--- src/rtl/fetch_pkg.sv ---
// Shared types and constants for the dual-issue fetch pair queue.
// Holds the stored pair layout, the NOP filler and the pointer-width helper.
package fetch_pkg;

  localparam int FETCH_WIDTH = 32;
  localparam logic [FETCH_WIDTH-1:0] NOP_INSTR = 32'h00000013;

  typedef struct packed {
    logic [FETCH_WIDTH-1:0] instr1;
    logic [FETCH_WIDTH-1:0] instr2;
    logic [FETCH_WIDTH-1:0] pc1;
    logic [FETCH_WIDTH-1:0] pc2;
  } fetch_pair_t;

  // Index bits plus one wrap bit so full and empty can be told apart.
  function automatic int ptr_w(input int depth);
    return $clog2(depth) + 1;
  endfunction

endpackage

--- src/rtl/fetch_queue_ptr.sv ---
// Wrap-bit queue pointer: increments on inc, synchronous clear wins over inc.
// Async active-low reset to zero; no backpressure of its own.
module fetch_queue_ptr #(
  parameter int PW = 3
) (
  input  logic          clk,
  input  logic          rst_n,
  input  logic          inc,
  input  logic          clr,
  output logic [PW-1:0] ptr
);

  always_ff @(posedge clk or negedge rst_n) begin
    if (!rst_n) begin
      ptr <= '0;
    end else if (clr) begin
      ptr <= '0;
    end else if (inc) begin
      ptr <= ptr + PW'(1);
    end
  end

endmodule

--- src/rtl/fetch_pair_queue.sv ---
// Circular queue of fetched instruction pairs feeding dual decode; push-to-visible 1 cycle.
// FullF stalls the PC unit and pushes while full are dropped; FlushD empties the queue.
module fetch_pair_queue
  import fetch_pkg::*;
#(
  parameter int WIDTH = 32,
  parameter int DEPTH = 4
) (
  input  logic                     clk,
  input  logic                     rst_n,
  input  logic                     PushF,
  input  logic [WIDTH-1:0]         PCF1,
  input  logic [WIDTH-1:0]         PCF2,
  input  logic [WIDTH-1:0]         InstrF1,
  input  logic [WIDTH-1:0]         InstrF2,
  output logic                     FullF,
  input  logic                     FlushD,
  input  logic                     PopD,
  output logic                     ValidD,
  output logic [WIDTH-1:0]         InstrD1,
  output logic [WIDTH-1:0]         InstrD2,
  output logic [WIDTH-1:0]         PCD1,
  output logic [WIDTH-1:0]         PCD2,
  output logic [WIDTH-1:0]         PCPlus4D1,
  output logic [WIDTH-1:0]         PCPlus4D2,
  output logic [$clog2(DEPTH):0]   CountQ
);

  localparam int PW = ptr_w(DEPTH);
  localparam int IW = PW - 1;

  logic [PW-1:0] rd_ptr;
  logic [PW-1:0] wr_ptr;
  logic          empty;
  logic          push_acc;
  logic          pop_acc;
  fetch_pair_t   mem [DEPTH];
  fetch_pair_t   head;

  // Status comes from registered pointers only, never from this cycle's requests.
  assign empty  = (rd_ptr == wr_ptr);
  assign FullF  = (rd_ptr[IW-1:0] == wr_ptr[IW-1:0]) && (rd_ptr[IW] != wr_ptr[IW]);
  assign ValidD = !empty;
  assign CountQ = wr_ptr - rd_ptr;

  assign push_acc = PushF && !FullF && !FlushD;
  assign pop_acc  = PopD && ValidD && !FlushD;

  fetch_queue_ptr #(.PW(PW)) u_wr_ptr (
    .clk   (clk),
    .rst_n (rst_n),
    .inc   (push_acc),
    .clr   (FlushD),
    .ptr   (wr_ptr)
  );

  fetch_queue_ptr #(.PW(PW)) u_rd_ptr (
    .clk   (clk),
    .rst_n (rst_n),
    .inc   (pop_acc),
    .clr   (FlushD),
    .ptr   (rd_ptr)
  );

  // Storage needs no reset: entries are only visible once a pointer covers them.
  always_ff @(posedge clk) begin
    if (push_acc) begin
      mem[wr_ptr[IW-1:0]] <= '{
        instr1: FETCH_WIDTH'(InstrF1),
        instr2: FETCH_WIDTH'(InstrF2),
        pc1:    FETCH_WIDTH'(PCF1),
        pc2:    FETCH_WIDTH'(PCF2)
      };
    end
  end

  assign head = mem[rd_ptr[IW-1:0]];

  always_comb begin
    InstrD1   = WIDTH'(NOP_INSTR);
    InstrD2   = WIDTH'(NOP_INSTR);
    PCD1      = '0;
    PCD2      = '0;
    PCPlus4D1 = '0;
    PCPlus4D2 = '0;
    if (ValidD) begin
      InstrD1   = WIDTH'(head.instr1);
      InstrD2   = WIDTH'(head.instr2);
      PCD1      = WIDTH'(head.pc1);
      PCD2      = WIDTH'(head.pc2);
      PCPlus4D1 = WIDTH'(head.pc1) + WIDTH'(4);
      PCPlus4D2 = WIDTH'(head.pc2) + WIDTH'(4);
    end
  end

endmodule

--- config.mk ---
export PLATFORM = sky130hd
export DESIGN_NAME = fetch_pair_queue
export DESIGN_NICKNAME = d
export VERILOG_FILES = /design/src/rtl/fetch_pkg.sv /design/src/rtl/fetch_queue_ptr.sv /design/src/rtl/fetch_pair_queue.sv
export SDC_FILE = /design/constraint.sdc
export NUM_CORES = 1
export LEC_CHECK = 0
export CAP_MARGIN = 20
export CORE_ASPECT_RATIO = 0.9
export CORE_UTILIZATION = 49
export DETAILED_ROUTE_END_ITERATION = 12
export GPL_TIMING_DRIVEN = 0
export PLACE_DENSITY = 0.84
export SYNTH_ARGS = -nofsm -noshare
export SYNTH_HDL_FRONTEND = slang
export SYNTH_SLANG_ARGS = --single-unit
--- constraint.sdc ---
create_clock -name clk -period 12.5 [get_ports clk]
set_input_delay 3.125 -clock clk [delete_from_list [all_inputs] [get_ports clk]]
set_output_delay 3.125 -clock clk [all_outputs]
set_load 0.02 [all_outputs]
==> run metrics <==
FP Rows 72; Setup CP Type flip-flop to output port; # fillers around 3.0k; sequential area share after synthesis 0.7232; post_cts resized 0; Die X around 220 um; Clock Pin Slew Worst Setup and Hold Paths 0.07 ns; GRT Resource Usage Total 0.2370; number of global-route vias before repair 12.64k; Synth area leaders edfxtp_1 72%, mux4_2 11%, and2_1 3.5%; most common cell in the netlist edfxtp_1; dpl hpwl 36220 um; R2R setup slack 6.87 ns; setup TNS 0 ns; Top FF cell, synth edfxtp_1; Area growth syn-to-layout 27.44%; first-pass GRT wire length around 80000 um; headroom to the max-slew limit 0.2899; max-cap check violation count 0; TritonCTS Sinks 518; Synth Register Bits between 500 and 600; Avg WL per Cell 24.78 um; nets 1663; Hold Fails Final Rpt 0; number of buffers inserted during clock tree synthesis 51; DR iter-0 viols roughly 840; fin area 27360 sq um; Worst-Skew Late Latency around 0.61 ns; Tcrit/Tclk final 0.8040; Syn Nets 1267; CTS max path bufs 3; TritonRoute pass-1 iters 5; final wirelength 52390 um; Cell Pwr Density 188.0 nW/um^2; post-synthesis async set-or-reset flop share 0.01158; area share of the largest cell type after synthesis 0.7163; via count 12.04k; largest net degree at the start of global routing 53; Setup Fix Bufs, Post-CTS 0; Avg Inst Size Synth 19.10 sq um; post-layout min period between 10 and 15 ns; Placed Instance Area 25810 sq um; IO Count between 300 and 400; Die Span Y 200.6 um; Tightest Pin Transition 1.055 ns; synth warn 0; critical path data arrival time 6.92 ns; synth unique cells 45; total gr overflow 0; Leakage 8.812 nW; status finished clean; Max Fclk 0.09951 GHz; TritonCTS clock tree done; number of synthesized flops with an enable pin 512; Final Wtd Congestion 0.8647; full die area roughly 45000 sq um; ratio of cells with drive above 1 in the final layout 0.1650; Placeable Area 43060 sq um; initial core utilization 0.4985; initial antenna violation count 9; H-tree Lvls 2; IO buf count 328; via/cell ratio about 5.7; post-synth top area cell edfxtp_1; Post-route DRC 0; post-synthesis cell area 21470 sq um; worst-path fanout max 10; setup violators final 0; Startpoint Class flip-flop; clk root buf clkbuf_16; HP Class flip-flop to flip-flop; Post-CTS Hold Buffers 0; Post-Synthesis Cells 1124; multi-input logic area 5517 sq um; WP data required 9.38 ns; synth cell count leaders 512 x edfxtp_1, 119 x and2_1, 101 x mux4_2, 69 x nor2_1; RSZ-0062 raised after global routing false; crit end category output port; Final Skew 0.03817 ns; Worst VDD drop 141.5 uV; Slew Viols, Final 0; FF+latch area 15520 sq um; Post-DRT Antenna Nets 0
[cell usage in the layout, fill, tap and decap left out, types with 5 or more instances in the layout]
cell type / count
buf_1: 5
clkbuf_16: 51
buf_8: 5
xor2_1: 9
nand4_1: 10
clkinv_1: 7
buf_2: 11
and2_1: 116
or3_1: 7
a21oi_1: 16
mux2i_1: 5
mux4_2: 101
o31ai_1: 6
clkinv_2: 17
buf_6: 6
mux4_1: 26
xnor2_1: 15
or2_2: 6
edfxtp_1: 512
nor4_1: 7
nand2_1: 23
or4_1: 13
clkdlybuf4s50_1: 328
clkbuf_1: 36
mux2_2: 23
dfrtp_1: 6
buf_4: 7
nor2_1: 69
buf_16: 10
ha_1: 9
nand3_1: 24
o21ai_0: 9
nor3_1: 12
inv_1: 17
[cells by family after synthesis]
kind of cell | count (synthesis) | share of synthesized area
AO/OA/AOI/OAI | 34 | 0.008918
flip-flops | 518 | 0.7232
XOR/XNOR | 24 | 0.009793
buffers and inverters | 78 | 0.02063
adder cells (fa/ha/maj) | 10 | 0.006179
multiplexers | 155 | 0.1522
AND/OR/NAND/NOR | 305 | 0.07904
[critical path: stages (launching register included)]
cell             delay [ns]
dfrtp_1                0.57
buf_4                  0.28
clkbuf_8               0.21
buf_4                  0.24
buf_4                  0.25
buf_6                  0.19
clkbuf_1               0.62
clkbuf_1               0.57
inv_1                  0.11
ha_1                   0.32
and3_1                 0.27
clkbuf_1               0.64
clkbuf_1               0.51
clkbuf_1               0.69
nor2_1                 0.16
clkdlybuf4s50_1        0.65
[per-layer routing]
metal,share of wire,vias up,global-route usage
met2,0.50,537,0.3943
met5,0.0014,-,0
met3,0.090,106,0.07509
met4,0.029,12,0.08571
met1,0.38,6073,0.2921
li1,-,5316,-
[final cells by class]
type	count	share of cell area
Inverter	17	0.002333
Tap cell	555	0.02538
Buffer	61	0.01386
Timing Repair Buffer	343	0.1328
Clock inverter	30	0.008324
Clock buffer	61	0.04802
Multi-Input combinational cell	528	0.2017
Antenna cell	1	0.00009147
Sequential cell	518	0.5675
[state kept, by name (all words and copies together), names as in the netlist]
name	flops
mem	512
u_rd_ptr.ptr	3
u_wr_ptr.ptr	3
[where the power goes]
part	internal, mW	switching (mW)
logic	0.777	0.956
registers	1.96	0.0131
clock network	0.794	0.637
[per-stage QoR]
| step | hold WS [ns] | total power, mW | util | setup WS, ns | std cells |
|---|---|---|---|---|---|
| 2_1_floorplan | 0.5249 | 2.960 | - | 3.680 | 1124 |
| 3_3_place_gp | 0.5450 | 3.725 | 0.5910 | -0.6162 | 2007 |
| 3_5_place_dp | 0.5582 | 3.750 | 0.5994 | 2.891 | 2022 |
| 4_1_cts | 0.5739 | 5.179 | 0.6352 | 2.205 | 2113 |
| 5_1_grt | 0.6131 | 5.324 | 0.6352 | 2.042 | 2113 |
| 6_report | 0.5745 | 5.142 | 0.6353 | 2.450 | 2114 |
[path summary, 6_finish.rpt]
| check | from | endpoint | depth (start not counted) |
|---|---|---|---|
| worst max-delay path | u_rd_ptr.ptr[1]$_DFFE_PN0P_ | PCD2[28] | 15 |
| worst max register to register | u_rd_ptr.ptr[1]$_DFFE_PN0P_ | mem[0][70]$_DFFE_PP_ | 15 |
| worst min-delay path | u_rd_ptr.ptr[2]$_DFFE_PN0P_ | u_rd_ptr.ptr[2]$_DFFE_PN0P_ | 2 |
| min in group asynchronous | rst_n | u_rd_ptr.ptr[2]$_DFFE_PN0P_ | 1 |
| max in group asynchronous | rst_n | u_wr_ptr.ptr[1]$_DFFE_PN0P_ | 1 |
| worst min register to register | u_rd_ptr.ptr[2]$_DFFE_PN0P_ | u_rd_ptr.ptr[2]$_DFFE_PN0P_ | 2 |
(Power assumes the default switching activity.)
